$ cat config.mk
export PLATFORM = sky130hd
export DESIGN_NAME = pc_gen
export DESIGN_NICKNAME = d
export VERILOG_FILES = /design/src/rtl/pc_gen.sv
export SDC_FILE = /design/constraint.sdc
export NUM_CORES = 1
export LEC_CHECK = 0
export CAP_MARGIN = 30
export CORE_UTILIZATION = 50
export CTS_BUF_LIST = sky130_fd_sc_hd__clkbuf_8
export DETAILED_ROUTE_END_ITERATION = 12
export PLACE_DENSITY = 0.8
export SYNTH_ARGS = -nofsm -noshare
export SYNTH_HDL_FRONTEND = slang
export SYNTH_SLANG_ARGS = --single-unit
$ cat constraint.sdc
create_clock -name clk -period 5.8 [get_ports clk]
set_input_delay 0.87 -clock clk [delete_from_list [all_inputs] [get_ports clk]]
set_output_delay 0.87 -clock clk [all_outputs]
set_load 0.05 [all_outputs]
$ cat src/rtl/pc_gen.sv
// pc_gen: fetch PC generator with branch/redirect priority and a circular return-address stack.
module pc_gen #(
    parameter int                    DATA_WIDTH   = 32,
    parameter int                    IMM_WIDTH    = 13,
    parameter logic [DATA_WIDTH-1:0] RESET_VECTOR = '0,
    parameter int                    RAS_DEPTH    = 4
) (
    input  logic                         clk,
    input  logic                         rst,
    input  logic                         stall,
    input  logic                         redirect_valid,
    input  logic [DATA_WIDTH-1:0]        redirect_target,
    input  logic                         PCsrc,
    input  logic [IMM_WIDTH-1:0]         ImmOp,
    input  logic                         is_call,
    input  logic                         is_ret,
    output logic [DATA_WIDTH-1:0]        PC,
    output logic [DATA_WIDTH-1:0]        PC_plus4,
    output logic                         pc_misaligned,
    output logic [$clog2(RAS_DEPTH):0]   ras_count
);
    localparam int PW = $clog2(RAS_DEPTH);

    logic [DATA_WIDTH-1:0] pc_q, pc_d, imm_ext;
    logic                  mis_q;
    logic [PW-1:0]         ptr_q, ptr_d, top_idx, wr_idx;
    logic [PW:0]           cnt_q, cnt_d;
    logic [DATA_WIDTH-1:0] ras_q [RAS_DEPTH];
    logic                  upd, has, push, pop, replace, wr_en;

    assign PC            = pc_q;
    assign PC_plus4      = pc_q + DATA_WIDTH'(4);
    assign pc_misaligned = mis_q;
    assign ras_count     = cnt_q;
    assign imm_ext       = {{(DATA_WIDTH-IMM_WIDTH){ImmOp[IMM_WIDTH-1]}}, ImmOp};
    // ptr_q is the next free slot; the top of stack sits just below it
    assign top_idx       = ptr_q - PW'(1);

    always_comb begin
        upd     = !stall && !redirect_valid;
        has     = cnt_q != '0;
        push    = upd && is_call && (!is_ret || !has);
        replace = upd && is_call && is_ret && has;
        pop     = upd && is_ret && !is_call && has;
        wr_en   = push || replace;
        wr_idx  = replace ? top_idx : ptr_q;
        ptr_d   = push ? ptr_q + PW'(1) : pop ? top_idx : ptr_q;
        cnt_d   = push ? (cnt_q == (PW+1)'(RAS_DEPTH) ? cnt_q : cnt_q + (PW+1)'(1))
                : pop  ? cnt_q - (PW+1)'(1) : cnt_q;
        pc_d    = redirect_valid ? redirect_target
                : stall          ? pc_q
                : PCsrc          ? pc_q + imm_ext
                : (is_ret && has) ? ras_q[top_idx]
                : PC_plus4;
    end

    always_ff @(posedge clk) begin
        if (rst) begin
            pc_q  <= RESET_VECTOR;
            mis_q <= RESET_VECTOR[1:0] != 2'b00;
            ptr_q <= '0;
            cnt_q <= '0;
        end else begin
            pc_q  <= pc_d;
            mis_q <= pc_d[1:0] != 2'b00;
            ptr_q <= ptr_d;
            cnt_q <= cnt_d;
        end
    end

    always_ff @(posedge clk) begin
        if (!rst && wr_en)
            ras_q[wr_idx] <= PC_plus4;
    end
endmodule

==> results.cfg <==
[global_route]
vias_in_the_first_global_route = 6909
overall_overflow_remaining_after_global_route = 0
antenna_found_initial = 0
grt_max_degree = 67
grt_pass1_wl_mm = 37.2
grtUsageTotal = 0.269

[floorplan]
io-pin-count = 120
dieArea_um2 = 18700
fp-row-count = 48
starting_density_of_the_core = 0.519
die-height_um = 137
coreArea_um2 = 17500
floorplan.die.width_um = 137

[critical_path]
setup_cp_type = reg -> out
worst-r2r-setup-slack_ns = 2.62
r2r_cells = 11
cp_data_required_time_ns = 4.93
critPathMaxFanout = 7
cp-start-kind = register
worstPathArrival_ns = 3.70
timing.rr.end = PC[30]
cp-end-kind = output port
ff_to_ff_start = PC[0]

[placement]
place_area_um2 = 10500
post-dp-hpwl_mm = 16.0
gp_congestion = 0.917
port-buffer-count = 119

[routing]
drt_iter0_markers = 698
route.antenna.remaining_nets = 0
route.vias.total = 7089
wl_mm = 23.8
detail_route.wl_per_cell_um = 20.6
drt-pass1-iter-count = 5
vias_per_cell = 6.14
detail_route.drc_violations = 0

[timing]
max_freq_mhz = 219
timing_hold_violations_final = 0
rsz0062_at_grt = no
tightestPinTransition_ns = 0.930
fin_tns_setup_ns = 0
final_slew_violations = 0
final_min_period_over_clock_period = 0.789
finalSetupViolations = 0
minimum_clock_period_after_layout_ns = 4.57
timing.max_slew.rel_slack = 0.379
fin_skew_ns = 0.0123

[hold_path]
min-delay-path-class = reg -> reg
hp-start = PC[0]
hold_depth = 0
min_to = ras_q[3][0]

[clock_tree]
clockRootBuffer = sky130_fd_sc_hd__clkbuf_8
cts_buffer_depth = 2
worst_skew_pair.late_latency_ns = 0.47
cts.clk_slew.worst_paths_ns = 0.09
tritoncts.num_buffers = 17
cts_sinks = 166
postCtsResizedCells = 0
cts_tree = done
ctsHoldBuffers = 0
post-cts-setup-buffer-count = 0
h_tree_levels = 4

[power]
ir_drop_uv = 267
report.power.total_w = 0.00298
power-per-cell-area_nw_per_um2 = 273
leakagePower_nw = 3.90

[layout]
commonest_cells_after_routing_fill_and_taps_aside = sky130_fd_sc_hd__edfxtp_1 (128), sky130_fd_sc_hd__clkdlybuf4s50_1 (117), sky130_fd_sc_hd__nand2_1 (85)
final_common_cell = sky130_fd_sc_hd__edfxtp_1
final_core_util = 0.623
layout.cell_area.non_filler_um2 = 10900
post_route_cells_drive_above_1_share = 0.108
diode_count = 0
num-fill-cells = 1409
finalNetCount = 1002
area_growth_pct = 20.2

[logic_synthesis]
synth.cell_area_um2 = 9090
muxShareOfSynthArea = 0.0885
yosysUniqueCellTypes = 63
synth_simple_gate_area_share = 0.126
synth-edff-count = 128
synth-main-ff-cell = sky130_fd_sc_hd__edfxtp_1
sequential_cell_area_fraction_in_the_yosys_report = 0.506
synthesis.area_per_instance_um2 = 11.2
synthesized_area_fraction_occupied_by_adder_cells = 0.0484
synth_compound_gate_area_share = 0.145
mappedNetlistNets = 895
ys_warn_count = 0
postSynthCellCount = 809
async_reset_ff_frac = 0
ys_ff_latch = 166
yosys.area_share.xor_xnor = 0.0578
synth_top_family_by_area = compound AO/OA/AOI/OAI gates

[flow_run]
cap_violations = 0

[outcome]
run_status = finished clean
-- flip-flops by register name (all words and copies together) (netlist names) --
register,count
pc_misaligned,1
ras_count,3
ras_q,128
PC,32
ptr_q,2
-- worst max-delay path: stages, from the launching register on --
cell and delay (ns):
sky130_fd_sc_hd__dfxtp_1 0.46, sky130_fd_sc_hd__nand3_1 0.16, sky130_fd_sc_hd__nor3_2 0.63, sky130_fd_sc_hd__and4_1 0.34
sky130_fd_sc_hd__nand2_1 0.11, sky130_fd_sc_hd__nor2_1 0.19, sky130_fd_sc_hd__xor2_1 0.42, sky130_fd_sc_hd__clkdlybuf4s50_1 0.91
-- cell usage after synthesis, drive strengths merged (14+ instances only) --
| cell | number | share of area |
|---|---|---|
| nand3 | 23 | 0.013 |
| mux4 | 32 | 0.079 |
| nand2 | 85 | 0.035 |
| inv | 20 | 0.0083 |
| dfxtp | 38 | 0.084 |
| a21oi | 76 | 0.042 |
| o21ai | 26 | 0.015 |
| ha | 32 | 0.044 |
| a221oi | 15 | 0.017 |
| xor2 | 27 | 0.026 |
| and3 | 14 | 0.0096 |
| nor2 | 71 | 0.029 |
| a21o | 14 | 0.012 |
| clkbuf | 32 | 0.013 |
| xnor2 | 33 | 0.032 |
| edfxtp | 128 | 0.42 |
-- final cells by class --
class / count / area, um^2 / share of cell area
Sequential cell: 166 / 4610 / 0.421
Clock buffer: 17 / 234 / 0.0214
Inverter: 20 / 75.1 / 0.00687
Multi-Input combinational cell: 578 / 4260 / 0.390
Tap cell: 225 / 282 / 0.0258
Clock inverter: 15 / 184 / 0.0168
Timing Repair Buffer: 133 / 1290 / 0.118
-- worst max path at each step --
stage	start	end
2_1_floorplan	ras_count[1]	ras_q[1][0]
3_3_place_gp	ImmOp[12]	PC[30]
3_5_place_dp	ImmOp[12]	PC[30]
4_1_cts	PC[8]	PC_plus4[29]
5_1_grt	PC[8]	PC_plus4[29]
6_report	PC[6]	PC_plus4[29]
-- report_power, final --
group          switching, W  internal [W]  leakage (nW)
combinational      0.000446      0.000279          2.19
sequential        0.0000494       0.00132          1.49
clock              0.000428      0.000464         0.214
-- per-stage QoR --
stage	std cells	hold WS (ns)	setup WS [ns]
2_1_floorplan	809	0.767	1.16
3_3_place_gp	1122	0.604	1.60
3_5_place_dp	1122	0.605	1.57
4_1_cts	1154	0.618	1.21
5_1_grt	1154	0.626	1.02
6_report	1154	0.607	1.23
-- metal layers --
layer  global-route usage  vias to the layer above  wire (um)
li1                     -                     3274          -
met1                0.358                     3400       9970
met2                0.422                      359      11100
met3               0.0630                       56       2070
met4                0.116                        0        645
met5                    0                        -          0
-- kinds of logic (layout without fill, tap and decap cells) --
family | Yosys count | in the layout
buffers and inverters | 65 | 185
muxes | 40 | 40
and+or+nand+nor | 247 | 247
DFF | 166 | 166
adders and majority gates | 34 | 34
xor gates and xnor gates | 60 | 60
AOI/OAI and AO/OA | 197 | 197
Power figures use the tool's default switching activity.
